<file path="src/rtl/branch_predictor_if.sv">
// branch_predictor_if: fetch lookup, IF/ID carry, resolution training and statistics signals.
interface branch_predictor_if #(parameter int XLEN = 32);
    logic [XLEN-1:0] pc_if;
    logic            pred_taken;
    logic [XLEN-1:0] pred_target;
    logic            fdwrite;
    logic            ifflush;
    logic            pred_taken_id;
    logic [XLEN-1:0] pred_target_id;
    logic            upd_en;
    logic [XLEN-1:0] upd_pc;
    logic            upd_taken;
    logic [XLEN-1:0] upd_target;
    logic            upd_pred;
    logic [31:0]     stat_branches;
    logic [31:0]     stat_mispred;
    modport master (
        output pc_if, fdwrite, ifflush, upd_en, upd_pc, upd_taken, upd_target, upd_pred,
        input  pred_taken, pred_target, pred_taken_id, pred_target_id, stat_branches, stat_mispred
    );
    modport slave (
        input  pc_if, fdwrite, ifflush, upd_en, upd_pc, upd_taken, upd_target, upd_pred,
        output pred_taken, pred_target, pred_taken_id, pred_target_id, stat_branches, stat_mispred
    );
endinterface

</file>
<file path="src/rtl/branch_predictor.sv">
// branch_predictor: BTB with 2-bit saturating direction counters and IF/ID prediction carry.
// Define BP_STATS_EN to build the resolved-branch and misprediction counters.
module branch_predictor #(
    parameter int IDX_W = 6,
    parameter int TAG_W = 8,
    parameter int XLEN  = 32
) (
    input logic clk,
    input logic rst_n,
    branch_predictor_if.slave bp
);
    localparam int DEPTH = 1 << IDX_W;
    logic             valid  [DEPTH];
    logic [TAG_W-1:0] tag    [DEPTH];
    logic [XLEN-1:0]  target [DEPTH];
    logic [1:0]       ctr    [DEPTH];
    logic [IDX_W-1:0] li, ui;
    logic [TAG_W-1:0] lt, ut;
    logic             uhit, unused;
    assign li = bp.pc_if[IDX_W+1:2];
    assign lt = bp.pc_if[IDX_W+TAG_W+1:IDX_W+2];
    assign ui = bp.upd_pc[IDX_W+1:2];
    assign ut = bp.upd_pc[IDX_W+TAG_W+1:IDX_W+2];
    assign uhit = valid[ui] && tag[ui] == ut;
    assign unused = ^{bp.pc_if[1:0], bp.pc_if[XLEN-1:IDX_W+TAG_W+2],
                      bp.upd_pc[1:0], bp.upd_pc[XLEN-1:IDX_W+TAG_W+2], bp.upd_pred};
    // Lookup reads the registered table only, so a same-cycle update is seen next cycle.
    assign bp.pred_taken  = valid[li] && tag[li] == lt && ctr[li][1];
    assign bp.pred_target = bp.pred_taken ? target[li] : '0;
    always_ff @(posedge clk or negedge rst_n) begin
        if (!rst_n) begin
            bp.pred_taken_id  <= 1'b0;
            bp.pred_target_id <= '0;
        end else if (bp.ifflush) begin
            bp.pred_taken_id  <= 1'b0;
            bp.pred_target_id <= '0;
        end else if (bp.fdwrite) begin
            bp.pred_taken_id  <= bp.pred_taken;
            bp.pred_target_id <= bp.pred_target;
        end
    end
    always_ff @(posedge clk or negedge rst_n) begin
        if (!rst_n) begin
            for (int i = 0; i < DEPTH; i++) begin
                valid[i]  <= 1'b0;
                tag[i]    <= '0;
                target[i] <= '0;
                ctr[i]    <= 2'b01;
            end
        end else if (bp.upd_en) begin
            if (uhit) begin
                ctr[ui] <= bp.upd_taken ? (ctr[ui] == 2'b11 ? 2'b11 : ctr[ui] + 2'd1)
                                        : (ctr[ui] == 2'b00 ? 2'b00 : ctr[ui] - 2'd1);
                if (bp.upd_taken)
                    target[ui] <= bp.upd_target;
            end else if (bp.upd_taken) begin
                valid[ui]  <= 1'b1;
                tag[ui]    <= ut;
                target[ui] <= bp.upd_target;
                ctr[ui]    <= 2'b10;
            end
        end
    end
`ifdef BP_STATS_EN
    logic [31:0] nb, nm;
    always_ff @(posedge clk or negedge rst_n) begin
        if (!rst_n) begin
            nb <= '0;
            nm <= '0;
        end else if (bp.upd_en) begin
            nb <= nb + {31'd0, nb != '1};
            nm <= nm + {31'd0, bp.upd_taken != bp.upd_pred && nm != '1};
        end
    end
    assign bp.stat_branches = nb;
    assign bp.stat_mispred  = nm;
`else
    assign bp.stat_branches = '0;
    assign bp.stat_mispred  = '0;
`endif
endmodule

</file>
<file path="src/flat_wrapper.sv">
// flat-port wrapper written by rule: the top's interface ports become plain ports
module branch_predictor_flat 
#(
    parameter int IDX_W = 6,
    parameter int TAG_W = 8,
    parameter int XLEN  = 32
)
  (clk, rst_n, bp_pc_if, bp_fdwrite, bp_ifflush, bp_upd_en, bp_upd_pc, bp_upd_taken, bp_upd_target, bp_upd_pred, bp_pred_taken, bp_pred_target, bp_pred_taken_id, bp_pred_target_id, bp_stat_branches, bp_stat_mispred);
  branch_predictor_if #(.XLEN(XLEN)) bp_i ();
  input logic clk;
  input logic rst_n;
  input wire logic [$bits(bp_i.pc_if)-1:0] bp_pc_if;
  input wire logic [$bits(bp_i.fdwrite)-1:0] bp_fdwrite;
  input wire logic [$bits(bp_i.ifflush)-1:0] bp_ifflush;
  input wire logic [$bits(bp_i.upd_en)-1:0] bp_upd_en;
  input wire logic [$bits(bp_i.upd_pc)-1:0] bp_upd_pc;
  input wire logic [$bits(bp_i.upd_taken)-1:0] bp_upd_taken;
  input wire logic [$bits(bp_i.upd_target)-1:0] bp_upd_target;
  input wire logic [$bits(bp_i.upd_pred)-1:0] bp_upd_pred;
  output wire logic [$bits(bp_i.pred_taken)-1:0] bp_pred_taken;
  output wire logic [$bits(bp_i.pred_target)-1:0] bp_pred_target;
  output wire logic [$bits(bp_i.pred_taken_id)-1:0] bp_pred_taken_id;
  output wire logic [$bits(bp_i.pred_target_id)-1:0] bp_pred_target_id;
  output wire logic [$bits(bp_i.stat_branches)-1:0] bp_stat_branches;
  output wire logic [$bits(bp_i.stat_mispred)-1:0] bp_stat_mispred;
  assign bp_i.pc_if = bp_pc_if;
  assign bp_i.fdwrite = bp_fdwrite;
  assign bp_i.ifflush = bp_ifflush;
  assign bp_i.upd_en = bp_upd_en;
  assign bp_i.upd_pc = bp_upd_pc;
  assign bp_i.upd_taken = bp_upd_taken;
  assign bp_i.upd_target = bp_upd_target;
  assign bp_i.upd_pred = bp_upd_pred;
  assign bp_pred_taken = bp_i.pred_taken;
  assign bp_pred_target = bp_i.pred_target;
  assign bp_pred_taken_id = bp_i.pred_taken_id;
  assign bp_pred_target_id = bp_i.pred_target_id;
  assign bp_stat_branches = bp_i.stat_branches;
  assign bp_stat_mispred = bp_i.stat_mispred;
  branch_predictor #(.IDX_W(IDX_W), .TAG_W(TAG_W), .XLEN(XLEN)) u_core (.clk(clk), .rst_n(rst_n), .bp(bp_i));
endmodule
</file>
<file path="config.mk">
export PLATFORM = sky130hd
export DESIGN_NAME = branch_predictor_flat
export DESIGN_NICKNAME = d
export VERILOG_FILES = /design/src/rtl/branch_predictor_if.sv /design/src/rtl/branch_predictor.sv /design/src/flat_wrapper.sv
export SDC_FILE = /design/constraint.sdc
export NUM_CORES = 2
export LEC_CHECK = 0
export ABC_AREA = 0
export CORE_MARGIN = 4
export CORE_UTILIZATION = 35
export DETAILED_ROUTE_END_ITERATION = 6
export PLACE_DENSITY_LB_ADDON = 0.05
export SYNTH_ARGS = -nofsm -noshare
export SYNTH_HDL_FRONTEND = slang
export SYNTH_SLANG_ARGS = --single-unit
</file>
<file path="constraint.sdc">
create_clock -name clk -period 17.25 [get_ports clk]
set_input_delay 4.3125 -clock clk [delete_from_list [all_inputs] [get_ports clk]]
set_output_delay 4.3125 -clock clk [all_outputs]
set_load 0.05 [all_outputs]
</file>
==> impl_metrics.env <==
export IMPL_status="finished, final reports clean"
export IMPL_wl_per_cell_um=34.4
export IMPL_drv_cap=0
export IMPL_grt_pass1_vias=83788
export IMPL_drt_total_wl_um=474000
export IMPL_p_comb_share_pct=10.8
export IMPL_cts_resized=0
export IMPL_rsz0062_at_grt="no"
export IMPL_met3_usage_pct=2.94
export IMPL_cts_max_level=5
export IMPL_crit_chain="buf_8 > buf_4 > mux4_2 > mux4_2 > mux4_2 > xor2_1 > a211oi_1 > nand4_1 > buf_4 > buf_4 > nor3_1 > clkdlybuf4s50_1"
export IMPL_place_gp_congestion=0.816
export IMPL_crit_slowest_cell="clkdlybuf4s50_1"
export IMPL_yosysSeqAreaShare_pct=51.9
export IMPL_antenna_found_initial=35
export IMPL_viasPerCell=5.72
export IMPL_worstSkewPairLatency_ns=0.95
export IMPL_crit_type="in -> out"
export IMPL_intPower_mw=12.2
export IMPL_hold_path_class="reg -> reg"
export IMPL_synthArstFlopShare_pct=100
export IMPL_synth_seq_cells=2785
export IMPL_p_leak_nw=68.6
export IMPL_power_density_mw_per_mm2=108
export IMPL_clock_root_buffer="clkbuf_16"
export IMPL_clockBufferDepth=4
export IMPL_layout_min_cycle_time_ns=14.56
export IMPL_initial_core_util_pct=35.1
export IMPL_num_rows=227
export IMPL_p_clk_share_pct=44.2
export IMPL_avgSynthCellArea_um2=15.6
export IMPL_place_ws_ns=2.68
export IMPL_pin_count=233
export IMPL_grt_remaining_overflow=0
export IMPL_crit_buf_inv=5
export IMPL_max_stage_delay_ns=0.86
export IMPL_worstSetupStartpoint="bp_pc_if[2]"
export IMPL_syn_inst=8625
export IMPL_numClockSinks=2785
export IMPL_p_sw_share_pct=25.4
export IMPL_portBuffers=131
export IMPL_top_usage_layer="met2"
export IMPL_cp_max_fo=50
export IMPL_setup_ws_ns=2.69
export IMPL_final_hold_violation_count=0
export IMPL_grt_max_degree=185
export IMPL_drtIter0Drc=5370
export IMPL_synth_edf_count=0
export IMPL_final_nets=8574
export IMPL_core_area_mm2=0.382
export IMPL_fin_skew_ns=0.0750
export IMPL_ant_nets=0
export IMPL_critPathArrivalTime_ns=10.24
export IMPL_yosysWarnings=0
export IMPL_cts_tree="yes"
export IMPL_fin_area_mm2=0.152
export IMPL_synth_cell_types=72
export IMPL_synthesis_area_mm2=0.134
export IMPL_finalSetupTns_ns=0
export IMPL_placed_area_mm2=0.141
export IMPL_drc=0
export IMPL_cts_hold_buf=0
export IMPL_cts_buffers=337
export IMPL_cts_setup_buffers=0
export IMPL_relSlewSlack_pct=6.84
export IMPL_grt_util_met1_pct=33.3
export IMPL_vias=78758
export IMPL_worstHoldStart="u_core.bp.pred_target_id[25]"
export IMPL_fmax_ghz=0.0687
export IMPL_path_delay_family="buffers and inverters"
export IMPL_die_height_um=628
export IMPL_final_setup_viol_count=0
export IMPL_path_clk_slew_ns=0.06
export IMPL_dp_hpwl_um=274000
export IMPL_met2_usage_pct=39.3
export IMPL_max_vdd_ir_drop_v=0.0000777
export IMPL_fin_crit_sh_pct=84.4
export IMPL_final_layout_size_suffix_gt1_share_pct=51.7
export IMPL_end_kind="primary output"
export IMPL_ys_flop_type="dfrtp_1"
export IMPL_grt_use_total_pct=23.9
export IMPL_dr_pass1_iters=6
export IMPL_syn_to_final_growth_pct=12.9
export IMPL_cp_start_kind="input port"
export IMPL_slew_violations=0
export IMPL_die_area_mm2=0.394
export IMPL_required_ns=12.94
export IMPL_r2r_start="u_core.tag[491]"
export IMPL_switchingPower_mw=4.15
export IMPL_grt_first_pass_wirelength_um=675000
export IMPL_seq_power_share_pct=45.0
export IMPL_worst_pin_slew_ns=1.39
export IMPL_fp_dieW_um=628
final timing paths:
path,to,slack (ns),depth (start not counted)
max in group asynchronous,u_core.target[184],10.69,4
min in group asynchronous,u_core.ctr[113],3.40,1
min,u_core.bp.pred_target_id[25],0.48,2
max reg2reg,u_core.tag[78],11.05,12
min reg2reg,u_core.bp.pred_target_id[25],0.48,2
max,bp_pred_target[31],2.69,12
routing by layer:
metal	part of all wire (%)	vias to the layer above
li1	-	32101
met2	48	1897
met5	0.013	-
met1	45	44088
met4	3.2	10
met3	4.0	662
power groups by stage:
stage	Clock [mW]	Sequential, mW	Combinational (mW)
after global routing	7.67	7.39	1.89
after CTS	7.42	7.33	1.79
final	7.21	7.34	1.76
after detailed placement	0	7.45	1.79
after floorplan	0	7.34	1.24
after global placement	0	7.42	1.75
logic make-up after synthesis:
kind of cell / count (synthesis) / synth area share (%)
mux: 3637 / 38.7
flops: 2785 / 51.9
buf+inv: 987 / 3.21
simple gates: 613 / 2.23
compound gates: 587 / 3.78
xor+xnor: 13 / 0.0847
fa+ha+maj: 2 / 0.0149
other cells: 1 / 0.00279
through the flow:
step                      hold WS, ns  util (%)  std cells  power, mW
after CTS                       0.480      39.7      13767       16.5
after detailed placement        0.464      36.8      13170       9.23
final                           0.476      39.7      13773       16.3
after global routing            0.490      39.7      13768       17.0
after floorplan                 0.446         -       8688       8.58
after global placement          0.458      36.8      13170       9.17
worst register-to-register path, cell delays in order, from the launching register on:
cell,delay [ns]
dfrtp_1,0.40
mux4_2,0.46
mux2i_1,0.34
o22ai_1,0.28
a2111oi_1,1.16
buf_4,0.28
nand4_1,0.10
and4b_1,0.26
nand4_1,0.10
buf_4,0.61
buf_4,1.04
o21ai_4,0.57
mux2_4,0.47
flip-flops by register name (all words and copies together), names as in the netlist:
signal / flops
u_core.bp.pred_taken_id: 1
u_core.bp.pred_target_id: 32
u_core.ctr: 128
u_core.tag: 512
u_core.target: 2048
u_core.valid: 64
synthesized netlist by cell type (all sizes together) (4+ instances only):
cell     number  area, µm²
nor3b         6       50.1
and3b         4       35.0
o21ai       114       1260
and3          6       37.5
o211ai       10       75.1
mux2i       131       1310
o41ai        33        289
a22oi        44        330
inv          70        263
and2          4       25.0
a221oi       60        526
nand4         5       31.3
or3           4       30.0
nor2b        79        494
o2bb2ai       7       61.3
or3b          4       35.0
o31ai         4       30.0
xnor2         6       52.6
nand2       104        390
mux4        893      20100
xor2          7       61.3
o22ai        36        225
a31oi        17        106
o221ai       16        140
buf         312       1780
o22a          6       52.6
nor3         49        255
nor2        224        841
dfstp        64       1680
dfrtp      2721      68100
nand3        28        140
nand3b       12       90.1
a222oi        9       90.1
a22o         17        149
clkbuf      604       2270
a211oi       67        503
nand2b       70        438
a21oi        42        210
nor4          4       25.0
a221o        85        851
mux2       2613      30600
cell type report:
cell class / count / area, µm²
fillers: 34995 / 231000
flip-flops and latches: 2785 / 69800
multi-input cells: 4916 / 61100
clock buffers: 499 / 9860
well taps: 5038 / 6300
repair buffers: 360 / 3140
clock inverters: 98 / 1260
inverters: 71 / 268
diodes: 6 / 15.0
placed cells by master (no fill, tap or decap), types with 26 or more instances in the layout:
| cell type | n |
|---|---|
| dfstp_2 | 64 |
| a22oi_1 | 44 |
| clkdlybuf4s50_1 | 81 |
| buf_4 | 209 |
| mux2_2 | 2287 |
| nand2_1 | 104 |
| a221o_1 | 85 |
| clkbuf_1 | 85 |
| mux4_2 | 893 |
| nor2b_1 | 77 |
| clkbuf_16 | 341 |
| buf_2 | 40 |
| nor2_1 | 157 |
| dfrtp_1 | 2721 |
| inv_1 | 68 |
| o41ai_1 | 33 |
| o22ai_1 | 36 |
| clkbuf_8 | 76 |
| nand3_1 | 26 |
| a211oi_1 | 67 |
| nand2b_1 | 69 |
| nor3_1 | 45 |
| mux2_4 | 320 |
| a221oi_1 | 60 |
| clkinv_2 | 54 |
| o21ai_0 | 50 |
| a21oi_1 | 41 |
| mux2i_1 | 131 |
| o21ai_4 | 60 |
| conb_1 | 64 |
| nor2_4 | 65 |
Power figures use the tool's default switching activity.
